### src/rtl/panel_cmd_sequencer.sv
// rtl/panel_cmd_sequencer.sv - PDP-8/e front-panel command sequencer
//
// Runs debounced front-panel command pulses against the panel PC/IF/DF/MB
// registers and memory while the CPU is halted.
//
// Optional feature macro: PANEL_LOCK_EN (adds the panel_lock input).
//
// Ports:
//   clk, reset            clock; synchronous active-high reset
//   run                   CPU running (1) / halted (0)
//   sr                    switch register (octal value, panel bit 0 = MSB)
//   cleard .. contd       one-cycle command pulses from the debouncer
//   panel_lock            (PANEL_LOCK_EN only) discard all commands but clear
//   mem_req/we/addr/wdata memory request, held until mem_ack or timeout
//   mem_ack, mem_rdata    one-cycle completion with read data
//   pc, ifr, dfr, mb      panel registers
//   clear_out, cont_out   one-cycle CPU strobes
//   busy                  FSM active or commands pending
//   err                   sticky error, cleared by the clear command
//
// Panel bit numbering is big-endian (bit 0 = MSB). Vectors here are declared
// descending, so panel bit n of a 12-bit word is vector bit 11-n; the octal
// values on every port are the same either way.

module panel_cmd_sequencer #(
    parameter int TO_BITS = 8
) (
    input  logic        clk,
    input  logic        reset,
`ifdef PANEL_LOCK_EN
    input  logic        panel_lock,
`endif
    input  logic        run,
    input  logic [11:0] sr,
    input  logic        cleard,
    input  logic        extd_addrd,
    input  logic        addr_loadd,
    input  logic        depd,
    input  logic        examd,
    input  logic        contd,
    output logic        mem_req,
    output logic        mem_we,
    output logic [14:0] mem_addr,
    output logic [11:0] mem_wdata,
    input  logic        mem_ack,
    input  logic [11:0] mem_rdata,
    output logic [11:0] pc,
    output logic [2:0]  ifr,
    output logic [2:0]  dfr,
    output logic [11:0] mb,
    output logic        clear_out,
    output logic        cont_out,
    output logic        busy,
    output logic        err
);

    typedef enum logic [2:0] {
        S_IDLE, S_XADR, S_LOAD, S_MREQ, S_MWAIT, S_POST, S_CLR, S_CONT
    } state_t;

    // Pending-bit positions, highest index = highest dispatch priority.
    localparam int P_CLR  = 5;
    localparam int P_XADR = 4;
    localparam int P_LOAD = 3;
    localparam int P_DEP  = 2;
    localparam int P_EXAM = 1;
    localparam int P_CONT = 0;

    state_t             state;
    logic [5:0]         pending;
    logic [5:0]         pulses;
    logic [5:0]         eff;
    logic               op_dep;
    logic [TO_BITS-1:0] wd;
    logic [TO_BITS-1:0] wd_next;

    always_comb begin
        pulses = {cleard, extd_addrd, addr_loadd, depd, examd, contd};
`ifdef PANEL_LOCK_EN
        if (panel_lock) begin
            pulses = pulses & 6'b100000;
        end
`endif
        // Dispatch sees this cycle's pulses too, so LOAD/XADR land two
        // cycles after the pulse rather than three.
        eff     = pending | pulses;
        wd_next = wd + TO_BITS'(1);
    end

    assign busy = (state != S_IDLE) || (pending != 6'd0);

    always_ff @(posedge clk) begin
        if (reset) begin
            state     <= S_IDLE;
            pending   <= '0;
            op_dep    <= 1'b0;
            wd        <= '0;
            mem_req   <= 1'b0;
            mem_we    <= 1'b0;
            mem_addr  <= '0;
            mem_wdata <= '0;
            pc        <= '0;
            ifr       <= '0;
            dfr       <= '0;
            mb        <= '0;
            clear_out <= 1'b0;
            cont_out  <= 1'b0;
            err       <= 1'b0;
        end else begin
            clear_out <= 1'b0;
            cont_out  <= 1'b0;
            pending   <= eff;
            case (state)
                S_IDLE: begin
                    if (run) begin
                        // Only clear may act on a running CPU; everything
                        // else is thrown away and flagged.
                        pending <= '0;
                        if (eff[P_CLR]) state <= S_CLR;
                        if (eff[4:0] != 5'd0) err <= 1'b1;
                    end else if (eff[P_CLR]) begin
                        pending[P_CLR] <= 1'b0;
                        state <= S_CLR;
                    end else if (eff[P_XADR]) begin
                        pending[P_XADR] <= 1'b0;
                        state <= S_XADR;
                    end else if (eff[P_LOAD]) begin
                        pending[P_LOAD] <= 1'b0;
                        state <= S_LOAD;
                    end else if (eff[P_DEP]) begin
                        pending[P_DEP] <= 1'b0;
                        op_dep <= 1'b1;
                        wd     <= '0;
                        state  <= S_MREQ;
                    end else if (eff[P_EXAM]) begin
                        pending[P_EXAM] <= 1'b0;
                        op_dep <= 1'b0;
                        wd     <= '0;
                        state  <= S_MREQ;
                    end else if (eff[P_CONT]) begin
                        pending[P_CONT] <= 1'b0;
                        state <= S_CONT;
                    end
                end
                S_XADR: begin
                    ifr   <= sr[5:3];
                    dfr   <= sr[2:0];
                    state <= S_IDLE;
                end
                S_LOAD: begin
                    pc    <= sr;
                    state <= S_IDLE;
                end
                S_MREQ: begin
                    mem_req   <= 1'b1;
                    mem_we    <= op_dep;
                    mem_addr  <= {ifr, pc};
                    mem_wdata <= sr;
                    wd        <= '0;
                    state     <= S_MWAIT;
                end
                S_MWAIT: begin
                    if (mem_ack) begin
                        mb      <= mem_we ? mem_wdata : mem_rdata;
                        mem_req <= 1'b0;
                        state   <= S_POST;
                    end else begin
                        wd <= wd_next;
                        // Give up when the watchdog reaches all-ones:
                        // 2**TO_BITS-1 request cycles without an ack.
                        if (&wd_next) begin
                            mem_req <= 1'b0;
                            err     <= 1'b1;
                            state   <= S_IDLE;
                        end
                    end
                end
                S_POST: begin
                    pc    <= pc + 12'd1;
                    state <= S_IDLE;
                end
                S_CLR: begin
                    clear_out <= 1'b1;
                    err       <= 1'b0;
                    state     <= S_IDLE;
                end
                S_CONT: begin
                    cont_out <= 1'b1;
                    state    <= S_IDLE;
                end
                default: state <= S_IDLE;
            endcase
        end
    end

endmodule

### config.mk
export PLATFORM = sky130hd
export DESIGN_NAME = panel_cmd_sequencer
export DESIGN_NICKNAME = d
export VERILOG_FILES = /design/src/rtl/panel_cmd_sequencer.sv
export SDC_FILE = /design/constraint.sdc
export NUM_CORES = 1
export LEC_CHECK = 0
export ABC_AREA = 0
export BUFFER_PORTS_ARGS = -buffer_cell sky130_fd_sc_hd__buf_2
export CAP_MARGIN = 20
export CORE_MARGIN = 5
export CORE_UTILIZATION = 47
export CTS_BUF_LIST = sky130_fd_sc_hd__clkbuf_16
export CTS_CLUSTER_SIZE = 12
export DETAILED_ROUTE_END_ITERATION = 7
export PLACE_DENSITY = 0.85
export SYNTH_ARGS = -nofsm -noshare
export SYNTH_HDL_FRONTEND = slang
export SYNTH_SLANG_ARGS = --single-unit
### constraint.sdc
create_clock -name clk -period 1.76 [get_ports clk]
set_input_delay 0.088 -clock clk [delete_from_list [all_inputs] [get_ports clk]]
set_output_delay 0.088 -clock clk [all_outputs]
set_load 0.05 [all_outputs]
==> results.tsv <==
metric	value	unit
Crit path top cell by count	buf_4	
vias in the first global route	3443	
port buffer count	96	
count of final max-slew check failures	0	
Max clock buf depth	2	
Max-Cap Viols	0	
CTS H-tree depth	3	
placed cells	618	
cell row count	32	
critical path's top delay family	simple AND/OR/NAND/NOR gates	
setup TNS	0	ns
outcome	finished clean	
DR iter-0 viols	236	
Non-Filler Instances	636	
first-pass iteration count of the detailed router	4	
Critical Path RT	2.01	ns
share of cells above drive strength 1	32.4	%
post-route setup slack	0.0185	ns
Via Count	3575	
GRT overflow	0	
worst-path cell chain	buf_4 > or3b_4 > buf_4 > or3_1 > o22ai_1	
WL final	10200	um
worst vdd ir	706	uV
Starting Density	47.5	%
register clock-pin slew on the reported worst setup and hold paths	0.06	ns
Mapped Avg Cell Area	8.55	sq um
max frequency	0.574	GHz
CTS Hold Bufs	0	
worst clock skew	0.00456	ns
endpoints failing hold	0	
CP max FO	8	
worst slack, placed	-0.0433	ns
final period utilization	99.0	%
Post-synth EDFFs	0	
WP data arrival	1.99	ns
IO Count	97	
Worst slew margin	54.6	%
Die X	97.7	um
Hold Crit Class	input port to flip-flop	
Slew @ Worst Pin	0.681	ns
number of routed nets with antenna violations	0	
Leak	1.84	nW
syn_nets	460	
CP bufs+invs	2	
Worst-Skew Late Latency	0.33	ns
critical path's slowest cell	or3b_4	
Die Y	97.7	um
Hold Slack	0.0222	ns
pin count of the biggest net entering global routing	36	
Crit Path Category	flip-flop to flip-flop	
first-pass GRT wire length	17000	um
Setup crit end kind	flip-flop	
Gate Count Post-Synth	423	
CTS root buf	clkbuf_16	
DRC	0	
Vias/cell	5.62	
ys async rst share	0	%
FILL cells	660	
post-synthesis sequential area ratio	44.3	%
Seq cells post-synth	80	
YS warnings	0	
RePlAce Congestion	0.921	
die area	9540	sq um
total global routing track utilization	21.7	%
WL/cell	16.1	um
library cells used by synthesis	62	
Core ar.	7610	sq um
DP Wirelength	7290	um
Tmin final	1.74	ns
clock buffer count from CTS	9	
top_reg_cell synth	dfxtp_1	
initial antenna violation count	0	
max incr delay on CP	0.46	ns
clock sinks	80	
Startpoint Class	flip-flop	
Mapped Area	3610	sq um
antenna cells	0	
RSZ-0062 raised after global routing	yes	
area grow syn2layout	30.4	%
final net count	566	
CTS tree	done	
Pwr Density	1390	nW/um^2
final setup fails	0	
## through the flow
step | cell area (sq um) | util [%] | total power, mW
2_1_floorplan | 3620 | - | 3.85
3_3_place_gp | 4300 | 56.5 | 4.39
3_5_place_dp | 4300 | 56.5 | 4.46
5_1_grt | 4710 | 62.0 | 6.85
4_1_cts | 4650 | 61.1 | 6.48
6_report | 4710 | 62.0 | 6.53
## registers in the layout (all words and copies together) (netlist names), 3 cells and up
name / flops
pending: 6
wd: 8
mem_addr: 15
pc: 12
dfr: 3
state: 3
ifr: 3
mem_wdata: 12
mb: 12
## cell type report
type                    instances  area, sq um  share of cell area [%]
inverters                       5         18.8                   0.398
flip-flops and latches         80         1620                    34.3
multi-input cells             309         1930                    40.9
clock inverters                 7         96.3                    2.04
repair buffers                124          703                    14.9
clock buffers                   9          225                    4.78
well taps                     102          128                    2.71
## where the power goes
group | leakage, nW | switching, mW | internal (mW) | total (mW)
combinational | 1.04 | 1.47 | 0.782 | 2.25
clock | 0.149 | 0.731 | 1.24 | 1.97
sequential | 0.653 | 0.261 | 2.05 | 2.31
total | 1.84 | 2.46 | 4.07 | 6.53
## Yosys cell counts (4+ instances only)
library cell,n,share of area (%)
nand3_1,7,0.97
nand4_1,7,1.2
nor2_1,41,4.3
dfxtp_1,80,44
nand2_1,67,7.0
nor3_1,17,2.4
inv_1,5,0.52
a31oi_1,6,1.0
o21ai_0,8,1.1
nor4_1,8,1.4
buf_2,8,1.1
clkbuf_1,16,1.7
a311oi_1,4,0.97
mux2i_1,18,5.0
a21oi_1,43,6.0
a211oi_1,17,3.5
## cells in the final DEF (no fill, tap or decap), types with 2 or more instances in the layout
cell and count:
buf_2 96, dfxtp_1 71, nand2_1 67, a21oi_1 43
nor2_1 41, buf_4 27, mux2i_1 18, nor3_1 17
a211oi_1 14, clkbuf_16 9, nor4_1 8, dfxtp_2 8
nand3_1 7, nand4_1 7, o21ai_0 7, a31oi_1 6
inv_1 5, a311oi_1 4, nor3_2 3, nand2b_1 3
or3_1 3, a22oi_1 3, xnor2_1 3, a211oi_2 3
or3_4 2, and3b_1 2, nor2_4 2, and3_1 2
and4_1 2, and2_1 2, o211ai_1 2, o21a_1 2
o22ai_1 2, ha_1 2, bufinv_16 2, clkinv_4 2
clkinvlp_4 2
## cells by family after synthesis
group / after synthesis / synth area share (%)
buffers and inverters: 34 / 4.33
multiplexers: 19 / 5.40
AO/OA/AOI/OAI: 104 / 19.2
XOR/XNOR: 3 / 0.727
flip-flops: 80 / 44.3
AND/OR/NAND/NOR: 180 / 25.0
adder cells (fa/ha/maj): 3 / 1.04
## per-layer routing
| metal | part of all wire, % | global-route usage [%] | vias up | wire (um) |
|---|---|---|---|---|
| met4 | 0.91 | 5.32 | 0 | 93 |
| met5 | 0 | 0 | - | 0 |
| met3 | 7.4 | 6.10 | 11 | 753 |
| met1 | 41 | 27.4 | 1665 | 4170 |
| li1 | - | - | 1747 | - |
| met2 | 51 | 36.5 | 152 | 5220 |
## final timing paths
check                           slack, ns                       from  cells after the start                         to
worst max-delay path                 0.02      state[1]$_SDFFE_PP0P_                      5      state[2]$_SDFFE_PP0P_
worst min-delay path                 0.02                      sr[6]                      3  mem_wdata[6]$_SDFFE_PP0P_
worst max register to register       0.02      state[1]$_SDFFE_PP0P_                      5      state[2]$_SDFFE_PP0P_
worst min register to register       0.46  mem_addr[14]$_SDFFE_PP0P_                      2  mem_addr[14]$_SDFFE_PP0P_
## repair_timing
item                       in CTS  in global routing
resized for setup               6                 13
setup endpoints to repair       3                 15
setup buffers                   1                  1
pin swaps                       1                  3
hold endpoints to repair        0                  0
## tightest hold or removal path, stage by stage
cell and delay (ns):
buf_2 0.12, nand2_1 0.06, a21oi_1 0.05
No activity file was read; power rests on OpenSTA's default activity.
